==> config.mk <==
export PLATFORM = sky130hd
export DESIGN_NAME = apb_cfg_slave
export DESIGN_NICKNAME = d
export VERILOG_FILES = /design/src/rtl/apb_cfg_slave.sv
export SDC_FILE = /design/constraint.sdc
export NUM_CORES = 1
export LEC_CHECK = 0
export CAP_MARGIN = 20
export CORE_ASPECT_RATIO = 0.7
export CORE_UTILIZATION = 35
export CTS_CLUSTER_DIAMETER = 200
export CTS_CLUSTER_SIZE = 24
export DETAILED_ROUTE_END_ITERATION = 10
export PLACE_DENSITY = 0.76
export SYNTH_ARGS = -nofsm -noshare
export SYNTH_HDL_FRONTEND = slang
export SYNTH_SLANG_ARGS = --single-unit
==> constraint.sdc <==
create_clock -name pclk -period 2.35 [get_ports pclk]
set_input_delay 0.47 -clock pclk [delete_from_list [all_inputs] [get_ports pclk]]
set_output_delay 0.47 -clock pclk [all_outputs]
set_load 0.005 [all_outputs]
==> src/rtl/apb_cfg_slave.sv <==
// APB3 slave front-end for the configuration memory: decode, wait states, error status.
// Optional lock register is built when APB_CFG_LOCK_EN is defined.
module apb_cfg_slave #(
  parameter int ADDR_W = 16,
  parameter int DATA_W = 32,
  parameter int DEPTH = 256,
  parameter logic [ADDR_W-1:0] LOCK_ADDR = 'hFFFC
) (
  input  logic              pclk,
  input  logic              prst,
  input  logic              psel,
  input  logic              penable,
  input  logic              pwrite,
  input  logic [ADDR_W-1:0] paddr,
  input  logic [DATA_W-1:0] pwdata,
  output logic [DATA_W-1:0] prdata,
  output logic              pready,
  output logic              pslverr,
  output logic [ADDR_W-1:0] mem_addr,
  output logic [DATA_W-1:0] mem_wdata,
  output logic              mem_we,
  output logic              mem_re,
  input  logic [DATA_W-1:0] mem_rdata
);

  typedef enum logic [2:0] {
    IDLE, WR_ACK, RD_REQ, RD_WAIT, RD_ACK, ERR_ACK
  } state_t;

  localparam logic [ADDR_W:0] DEPTH_L = (ADDR_W+1)'(DEPTH);

  state_t state, state_n;
  logic [DATA_W-1:0] prdata_n, mem_wdata_n;
  logic [ADDR_W-1:0] mem_addr_n, word;
  logic pready_n, pslverr_n, mem_we_n, mem_re_n;
  logic setup, addr_ok, lock_hit, lock_q;

  assign setup   = psel && !penable;
  assign word    = {2'b00, paddr[ADDR_W-1:2]};
  assign addr_ok = (paddr[1:0] == 2'b00) && ({1'b0, word} < DEPTH_L);

`ifdef APB_CFG_LOCK_EN
  assign lock_hit = (paddr == LOCK_ADDR);

  // sticky until reset; only a 1 in bit 0 has any effect
  always_ff @(posedge pclk) begin
    if (prst)
      lock_q <= 1'b0;
    else if (state == IDLE && setup && lock_hit && pwrite && pwdata[0])
      lock_q <= 1'b1;
  end
`else
  assign lock_hit = 1'b0;
  assign lock_q   = 1'b0;
`endif

  always_comb begin
    state_n     = state;
    prdata_n    = '0;
    pready_n    = 1'b0;
    pslverr_n   = 1'b0;
    mem_addr_n  = '0;
    mem_wdata_n = '0;
    mem_we_n    = 1'b0;
    mem_re_n    = 1'b0;
    unique case (state)
      IDLE: begin
        if (setup) begin
          if (lock_hit) begin
            pready_n = 1'b1;
            if (pwrite) begin
              state_n = WR_ACK;
            end else begin
              state_n  = RD_ACK;
              prdata_n = DATA_W'(lock_q);
            end
          end else if (!addr_ok || (pwrite && lock_q)) begin
            state_n   = ERR_ACK;
            pready_n  = 1'b1;
            pslverr_n = 1'b1;
          end else if (pwrite) begin
            state_n     = WR_ACK;
            pready_n    = 1'b1;
            mem_we_n    = 1'b1;
            mem_addr_n  = word;
            mem_wdata_n = pwdata;
          end else begin
            state_n    = RD_REQ;
            mem_re_n   = 1'b1;
            mem_addr_n = word;
          end
        end
      end
      RD_REQ: state_n = psel ? RD_WAIT : IDLE;
      RD_WAIT: begin
        if (psel) begin
          state_n  = RD_ACK;
          pready_n = 1'b1;
          prdata_n = mem_rdata;
        end else begin
          state_n = IDLE;
        end
      end
      default: state_n = IDLE;
    endcase
  end

  always_ff @(posedge pclk) begin
    if (prst) begin
      state     <= IDLE;
      prdata    <= '0;
      pready    <= 1'b0;
      pslverr   <= 1'b0;
      mem_addr  <= '0;
      mem_wdata <= '0;
      mem_we    <= 1'b0;
      mem_re    <= 1'b0;
    end else begin
      state     <= state_n;
      prdata    <= prdata_n;
      pready    <= pready_n;
      pslverr   <= pslverr_n;
      mem_addr  <= mem_addr_n;
      mem_wdata <= mem_wdata_n;
      mem_we    <= mem_we_n;
      mem_re    <= mem_re_n;
    end
  end

endmodule

==> impl_metrics.xml, run 1 <==
<?xml version="1.0" encoding="UTF-8"?>
<metrics>
  <group name="status">
    <metric name="status" unit="">completed</metric>
  </group>
  <group name="yosys">
    <metric name="synth.yosys.seq_area_share" unit="">0.643</metric>
    <metric name="synth-warning-count" unit="">0</metric>
    <metric name="netlist.area_leader.share" unit="">0.643</metric>
    <metric name="yosys_register_bits" unit="">85</metric>
    <metric name="synthDistinctLibCells" unit="">22</metric>
    <metric name="post_synth_instance_area" unit="um2">2650</metric>
    <metric name="avgSynthCellArea" unit="um2">11.1</metric>
    <metric name="netlist_top_cells_area" unit="">dfxtp_1, nor3_2, and2_1</metric>
    <metric name="netlist.top_cell.by_area" unit="">dfxtp_1</metric>
    <metric name="postSynthCellCount" unit="">239</metric>
  </group>
  <group name="cts">
    <metric name="cts_post_setup_buffers_inserted" unit="">0</metric>
    <metric name="cts.hold.buffers_added" unit="">0</metric>
    <metric name="root_buffer" unit="">clkbuf_8</metric>
    <metric name="clk_pin_slew_worst_paths" unit="ns">0.08</metric>
    <metric name="tritoncts" unit="">done</metric>
    <metric name="cts-buffers-inserted" unit="">9</metric>
    <metric name="clkSinkCount" unit="">85</metric>
    <metric name="cts-resized-gates" unit="">0</metric>
    <metric name="htree_levels" unit="">3</metric>
    <metric name="max-clock-path-buffers" unit="">2</metric>
    <metric name="clock_insertion_delay_worst_skew" unit="ns">0.34</metric>
  </group>
  <group name="power">
    <metric name="worst_ir_drop_vdd" unit="mV">0.313</metric>
    <metric name="final_total_power" unit="uW">2550</metric>
    <metric name="leakage" unit="uW">0.00188</metric>
    <metric name="power.density" unit="nW/um2">553</metric>
  </group>
  <group name="global_routing">
    <metric name="overflow" unit="">0</metric>
    <metric name="grt_antenna_before_repair" unit="">0</metric>
    <metric name="global_route_wire_length_before_repair" unit="mm">8.64</metric>
    <metric name="globalRouteTotalUtil" unit="">0.145</metric>
    <metric name="grt_max_degree" unit="">43</metric>
    <metric name="first_global_vias" unit="">1934</metric>
  </group>
  <group name="floorplan">
    <metric name="core_region_area" unit="um2">7320</metric>
    <metric name="placement_rows" unit="">26</metric>
    <metric name="die_area" unit="um2">7920</metric>
    <metric name="io-pin-count" unit="">169</metric>
    <metric name="die-height" unit="um">74.8</metric>
    <metric name="die_x" unit="um">106</metric>
    <metric name="initial_standard_cell_utilization_of_the_core" unit="">0.362</metric>
  </group>
  <group name="layout">
    <metric name="finalInstanceArea" unit="um2">4610</metric>
    <metric name="layout.cells.most_common_list" unit="">clkdlybuf4s50_1, dfxtp_1, inv_1</metric>
    <metric name="antenna_cells" unit="">0</metric>
    <metric name="drive_above_1_share" unit="">0.140</metric>
    <metric name="final_common_cell" unit="">clkdlybuf4s50_1</metric>
    <metric name="area.growth.synth_to_final" unit="%">74.3</metric>
    <metric name="finish.cell_count_without_fillers" unit="">520</metric>
    <metric name="fin_nets" unit="">502</metric>
  </group>
  <group name="placed_design">
    <metric name="place.detailed.instances" unit="">504</metric>
    <metric name="place_congestion" unit="">0.699</metric>
    <metric name="dpl.hpwl" unit="mm">4.44</metric>
    <metric name="placed_area" unit="um2">4440</metric>
    <metric name="dp_slack" unit="ns">-0.207</metric>
    <metric name="io_buffer_count" unit="">166</metric>
  </group>
  <group name="sta">
    <metric name="period_share" unit="">0.940</metric>
    <metric name="hold_viol_final" unit="">0</metric>
    <metric name="worst_clock_skew" unit="ns">0.00627</metric>
    <metric name="grt_setup_unrepaired" unit="">no</metric>
    <metric name="setup_viol" unit="">0</metric>
    <metric name="postLayoutSetupSlackWorst" unit="ns">0.141</metric>
    <metric name="final_max_slew_viol_count" unit="">0</metric>
    <metric name="maxClockFrequency" unit="MHz">453</metric>
    <metric name="final_period_minus_worst_setup_slack" unit="ns">2.21</metric>
  </group>
  <group name="detailed_routing">
    <metric name="detail_route.iter0.violations" unit="">47</metric>
    <metric name="detail_route.first_pass.iterations" unit="">4</metric>
    <metric name="vias" unit="">2082</metric>
    <metric name="antenna_left" unit="">0</metric>
    <metric name="via_density_per_instance" unit="">4.00</metric>
    <metric name="drt_wl_total" unit="mm">5.81</metric>
    <metric name="post-route-drc-count" unit="">0</metric>
    <metric name="wl_per_cell" unit="um">11.2</metric>
  </group>
  <group name="critical_path">
    <metric name="critical_path_required" unit="ns">2.61</metric>
    <metric name="reg2reg_slack" unit="ns">0.40</metric>
    <metric name="start_kind" unit="">input pin</metric>
    <metric name="crit_type" unit="">input pin to register</metric>
    <metric name="worst_ep_arrival_time" unit="ns">2.47</metric>
    <metric name="reg2regPathDepth" unit="">4</metric>
    <metric name="critPathLaunch" unit="">psel</metric>
    <metric name="critical_path.reg2reg.startpoint" unit="">state[2]</metric>
    <metric name="worstSetupEndpoint" unit="">mem_wdata[0]</metric>
    <metric name="worst_r2r_end" unit="">mem_wdata[0]</metric>
    <metric name="timing.critical_path.to_type" unit="">register</metric>
    <metric name="cp_max_fo" unit="">42</metric>
  </group>
  <group name="job">
    <metric name="max_cap_viol_count" unit="">0</metric>
  </group>
  <group name="worst_hold_path">
    <metric name="worst_min_path_class" unit="">register to register</metric>
  </group>
</metrics>
-- area by class of cell --
type,instances,area (um2)
tap,98,123
fill,628,2710
inverter,41,154
multi-input combinational,107,733
timing repair buffer,173,1730
clock inverter,7,50.0
sequential,85,1700
clock buffer,9,124
-- power by group --
part	switching [uW]	leakage, uW	internal, uW
clock	505	0.0000820	387
sequential	3.65	0.000687	1450
combinational	59.3	0.00112	147
total	568	0.00188	1980
-- through the flow --
step	setup TNS (ns)	hold WS [ns]	utilization
after detailed placement	-7.17	0.542	0.606
after floorplan	0	0.497	-
after global placement	-6.27	0.522	0.606
final	0	0.564	0.630
after CTS	0	0.552	0.630
after global routing	0	0.597	0.630
-- worst max-delay path, stage by stage --
cell and delay [ns]:
clkdlybuf4s50_1 0.47, or3b_2 0.46, or4_2 0.70, buf_12 0.23
nor3_1 0.14
-- cell usage after synthesis --
| cell | n |
|---|---|
| or3_1 | 1 |
| inv_1 | 41 |
| o21ai_0 | 2 |
| buf_4 | 3 |
| or4_4 | 1 |
| nor3_2 | 30 |
| or4_1 | 3 |
| nor2_1 | 14 |
| and2_1 | 32 |
| dfxtp_1 | 85 |
| clkbuf_1 | 3 |
| or3b_2 | 1 |
| nor3_1 | 5 |
| or2_2 | 2 |
| nor3b_1 | 1 |
| nand3_1 | 2 |
| buf_6 | 4 |
| conb_1 | 1 |
| buf_1 | 3 |
| a21oi_1 | 3 |
| o31ai_1 | 1 |
| o21bai_1 | 1 |
-- kinds of logic (layout without fill, tap and decap cells) --
kind of cell    count (synthesis)  after routing  synth area share
compound gates                  7              7            0.0151
simple gates                   92             92             0.248
buf+inv                        54            230            0.0922
flops                          85             85             0.643
other cells                     1              8           0.00142
-- worst min-delay path by stage --
stage                     startpoint        to  cells past startpoint
after global routing        state[1]  state[0]                      2
after detailed placement    state[1]  state[0]                      2
after CTS                   state[1]  state[0]                      2
final                       state[1]  state[0]                      2
after global placement      state[1]  state[1]                      2
after floorplan             state[1]  state[1]                      2
-- per-layer routing --
metal,GRT usage,part of all wire,wire [um]
met1,0.157,0.40,2320
met2,0.245,0.47,2750
met3,0.0727,0.11,632
met4,0.0648,0.016,94
met5,0,0,0
-- state kept, by name, indices dropped and copies added, names as in the netlist --
name / cells
mem_wdata: 32
prdata: 32
mem_addr: 14
state: 3
mem_re: 1
mem_we: 1
pready: 1
pslverr: 1
Power figures use the tool's default switching activity.
==> run 2, diff against run 1 <==
--- a/config.mk
+++ b/config.mk
@@ -9,7 +9,7 @@
 export CORE_ASPECT_RATIO = 0.7
 export CORE_UTILIZATION = 35
 export CTS_CLUSTER_DIAMETER = 200
-export CTS_CLUSTER_SIZE = 24
+export CTS_CLUSTER_SIZE = 10
 export DETAILED_ROUTE_END_ITERATION = 10
 export PLACE_DENSITY = 0.76
 export SYNTH_ARGS = -nofsm -noshare
==> results of run 2 <==
Same layout as run 1: the final DEF is identical, and so are final timing and power.
==> edit 1 (settings of run 2) <==
Take the reset off `prdata` and load it in a clocked block of its own.
--- a/src/rtl/apb_cfg_slave.sv
+++ b/src/rtl/apb_cfg_slave.sv
@@ -110,3 +110,2 @@
       state     <= IDLE;
-      prdata    <= '0;
       pready    <= 1'b0;
@@ -119,3 +118,2 @@
       state     <= state_n;
-      prdata    <= prdata_n;
       pready    <= pready_n;
@@ -129,2 +127,6 @@
 
+  always_ff @(posedge pclk) begin
+    prdata <= prdata_n;
+  end
+
 endmodule
Check against the original RTL: differs if prst is asserted again (counterexample within 4 cycles, from zero or initial values and one cycle with prst high); with prst held inactive, the same outputs for 10 cycles.
==> edit 1 against run 2 <==
Power up 18%; routed wire length up 18%; global-route usage up 2.4 points; critical path type unchanged; non-clock buffer count down 2; worst setup slack better by 0.52 ns; sequential cell count unchanged; utilization up 2.0 points; area after synthesis up 5.8%; largest power group unchanged; final area up 5.9%.
==> edit 1: results (changes against run 2) <==
.. list-table::
   :header-rows: 1

   * - Metric
     - Value
   * - Run status
     - complete, no violations
   * - Net switching component of the power
     - 0.605 mW (+6.5%)
   * - Crit Reg-Reg Endpoint
     - mem_wdata[18]
   * - Met3 track demand over resource
     - 8.67% (+1.4 points)
   * - Vias in the first global route
     - 2134 (+10%)
   * - Maximum single-stage delay on the critical path
     - 0.47 ns (-0.23 ns)
   * - Pin count of the biggest net entering global routing
     - 46 (+7.0%)
   * - Fill cell total of the finished layout
     - 596 (-5.1%)
   * - Origin of the critical flop-to-flop path
     - state[0]
   * - Maximum vdd ir drop
     - 0.421 mV (+34%)
   * - Met1 Use GR
     - 20.2% (+4.5 points)
   * - Setup slack, reg-to-reg
     - 1.00 ns (+0.60 ns)
   * - Worst R2R Path Depth
     - 4 (unchanged)
   * - Leak
     - 1.87 nW (-0.66%)
   * - Number of different library cells in the post-synthesis netlist
     - 28 (+27%)
   * - Placer congestion estimate
     - 0.665 (-4.9%)
   * - Total global-route track usage
     - 16.9% (+2.4 points)
   * - Half-perimeter wire length of the detailed placement result
     - 5030 um (+13%)
   * - Register clock-pin slew on the reported worst setup and hold paths
     - 0.06 ns (-0.02 ns)
   * - Worst Hold Class
     - flip-flop to flip-flop
   * - Global Route met2 Usage
     - 25.6% (+1.1 points)
   * - Total of buffers placed on input and output ports
     - 166 (unchanged)
   * - Clock tree root buffer cell
     - clkbuf_16
   * - Post-synthesis sequential area ratio
     - 60.8% (-3.5 points)
   * - Hold worst-path end
     - state[1]
   * - Cell type of the slowest stage on the worst timing path
     - nor4_2
   * - Number of nets in the layout
     - 496 (-1.2%)
   * - Met2 wire length
     - 3120 um (+13%)
   * - Clock network power
     - 1.33 mW (+49%)
   * - Setup skew after layout
     - 0.00494 ns (-0.00133 ns)
   * - CP Max Fanout
     - 37 (-12%)
   * - Iteration-0 DRC Markers
     - 59 (+26%)
   * - Endpoint arrival time on the critical path
     - 1.93 ns (-0.54 ns)
   * - Routed length on met3
     - 836 um (+32%)
   * - Share of post-route cells with drive strength above 1
     - 15.4% (+1.4 points)
   * - Wire length after detailed routing
     - 6860 um (+18%)
   * - Met1 routed wirelength after detailed routing
     - 2830 um (+22%)
   * - Top area cells in the synthesized netlist
     - dfxtp_1 61%, nor4_2 14%, and2_1 7.1%, inv_1 5.6%, nor3_2 3.2%
   * - Via total after detailed routing
     - 2219 (+6.6%)
   * - Proportion of register bits with asynchronous set or reset after synthesis
     - 0% (unchanged)
-- edit 1: through the flow --
stage | area, um2 | setup slack [ns] | instances | hold slack (ns) | total power [mW]
after floorplan | 2830 | 0.939 | 246 | 0.518 | 1.55
after global placement | 4600 | 0.401 | 498 | 0.558 | 1.71
after detailed placement | 4600 | 0.339 | 498 | 0.569 | 1.72
after CTS | 4880 | 0.666 | 513 | 0.578 | 3.07
after global routing | 4880 | 0.502 | 513 | 0.635 | 3.15
final | 4880 | 0.656 | 513 | 0.571 | 3.02
-- edit 1: worst max-delay path, delay by kind of cell --
kind,cells,cell delay [ns]
AND/OR/NAND/NOR,3,0.80
buffers and inverters,2,0.64
-- edit 1: cells by family after synthesis --
group / Yosys count / share of synthesized area (%)
flops: 85 / 60.8
buf+inv: 60 / 8.89
simple gates: 85 / 28.1
compound gates: 7 / 1.79
other cells: 1 / 0.134
xor+xnor: 1 / 0.313
-- edit 1: layout make-up --
class | instances | share of cell area, %
inverter | 43 | 3.31
timing repair buffer | 171 | 35.6
clock buffer | 10 | 4.69
clock inverter | 5 | 1.08
tap | 98 | 2.51
multi-input combinational | 101 | 18.0
sequential | 85 | 34.9
-- edit 1: worst max-delay path by stage --
stage / from / endpoint / slack, ns / cells after the start
floorplan: paddr[13] / mem_wdata[0] / 0.94 / 4
CTS: paddr[1] / mem_wdata[10] / 0.67 / 5
global route: paddr[1] / mem_wdata[10] / 0.50 / 5
detailed placement: paddr[1] / mem_wdata[10] / 0.34 / 5
global placement: paddr[1] / state[1] / 0.40 / 5
finish: paddr[1] / mem_wdata[10] / 0.66 / 5
==> edit 2 (settings of run 2) <==
Made on the original files. `DATA_W`: 32 -> 64.
--- a/src/rtl/apb_cfg_slave.sv
+++ b/src/rtl/apb_cfg_slave.sv
@@ -4,3 +4,3 @@
   parameter int ADDR_W = 16,
-  parameter int DATA_W = 32,
+  parameter int DATA_W = 64,
   parameter int DEPTH = 256,
Ports: changed (resized mem_rdata, mem_wdata, prdata and pwdata); port bits go from 169 to 297. The function was not compared with the original's and may differ.
==> edit 2 against run 2 <==
Clock skew increased by 0.0046 ns; final area increased by 79%; sequential cell count increased by 64; routed wire length increased by 120%; clock power increased to 2.9 times the old value; area after synthesis increased by 73%; worst setup slack improved by 0.32 ns; critical endpoint is now mem_wdata[19]; maximum frequency increased by 17%; power increased by 120%; the run now ends with design-rule violations left; non-clock buffer count increased by 128.
==> edit 2: results (changes against run 2) <==
.. list-table::
   :header-rows: 1

   * - Metric
     - Value
   * - Register clock-pin slew on the reported worst setup and hold paths
     - 0.06 ns (-0.02 ns)
   * - Run status
     - finished, violations left
   * - Post-Syn Area per Cell
     - 11.0 um2 (-0.61%)
   * - Maximum vdd ir drop
     - 0.534 mV (+70%)
   * - Clock share of power
     - 47.3% (+12 points)
   * - Maximum single-stage delay on the critical path
     - 0.56 ns (-0.14 ns)
   * - Share of post-route cells with drive strength above 1
     - 11.9% (-2.1 points)
   * - Startpoint of the most critical setup path
     - paddr[1]
   * - Post-route worst hold slack
     - 0.437 ns (-0.127 ns)
   * - Pin count of the biggest net entering global routing
     - 65 (+51%)
   * - Failing checks
     - design-rule violations
   * - Total number of H-tree levels
     - 4 (+1)
   * - Cell type of the slowest stage on the worst timing path
     - or4_1
   * - CP Max Fanout
     - 36 (-14%)
   * - Met2 wire length
     - 6670 um (+140%)
   * - Placed Instances
     - 853 (+69%)
   * - Registers with the highest flip-flop counts
     - mem_wdata x64, prdata x64, mem_addr x14
   * - Met1 Use GR
     - 19.8% (+4.1 points)
   * - Total of buffers placed on input and output ports
     - 294 (+77%)
   * - Origin of the critical flop-to-flop path
     - state[0]
   * - Setup slack, reg-to-reg
     - 0.64 ns (+0.24 ns)
   * - Via total after detailed routing
     - 3857 (+85%)
   * - Cell Area, Placed
     - 7660 um2 (+73%)
   * - Wire length after detailed routing
     - 12800 um (+120%)
   * - Hold worst-path end
     - mem_wdata[0]
   * - Top area cells in the synthesized netlist
     - dfxtp_1 65%, and2_1 8.7%, nor3_2 8.7%, nand2_1 5.4%, nor3_1 3.9%
   * - Crit Reg-Reg Endpoint
     - mem_wdata[19]
   * - Detailed-route DRC error count
     - 17 (+17)
   * - Max Fclk
     - 529 MHz (+17%)
   * - Number of different library cells in the post-synthesis netlist
     - 28 (+27%)
   * - Global Route met2 Usage
     - 35.3% (+11 points)
   * - Iteration-0 DRC Markers
     - 134 (+190%)
   * - Hold path startpoint
     - pwrite
   * - Clock network power
     - 2.60 mW (+190%)
   * - Number of clock buffers inserted by TritonCTS
     - 17 (+8)
   * - Placer congestion estimate
     - 0.839 (+20%)
   * - Number of nets in the layout
     - 859 (+71%)
==> edit 2: cell types whose count changed after synthesis, moves of 3 or more <==
| cell | before | now |
|---|---|---|
| nor2_1 | 14 | 2 |
| and2_1 | 32 | 64 |
| clkbuf_1 | 3 | 16 |
| inv_1 | 41 | 9 |
| nor3_2 | 30 | 40 |
| nand2_1 | 0 | 66 |
| buf_2 | 0 | 5 |
| buf_1 | 3 | 0 |
| nor3_1 | 5 | 36 |
| dfxtp_1 | 85 | 149 |
==> edit 2: cell families (layout without fill, tap and decap cells) <==
kind of cell	after synthesis	count (layout)	share of synthesized area, %
DFF	149	149	65.2
buffers and inverters	42	342	5.00
AOI/OAI and AO/OA	6	6	0.875
other	1	8	0.0819
and+or+nand+nor	218	218	28.9
==> edit 2: final cells by class <==
type	instances	area (um2)
multi-input cells	232	1400
clock inverters	14	139
repair buffers	301	3040
well taps	162	203
fillers	989	4350
flip-flops and latches	149	2980
inverters	9	33.8
clock buffers	18	439
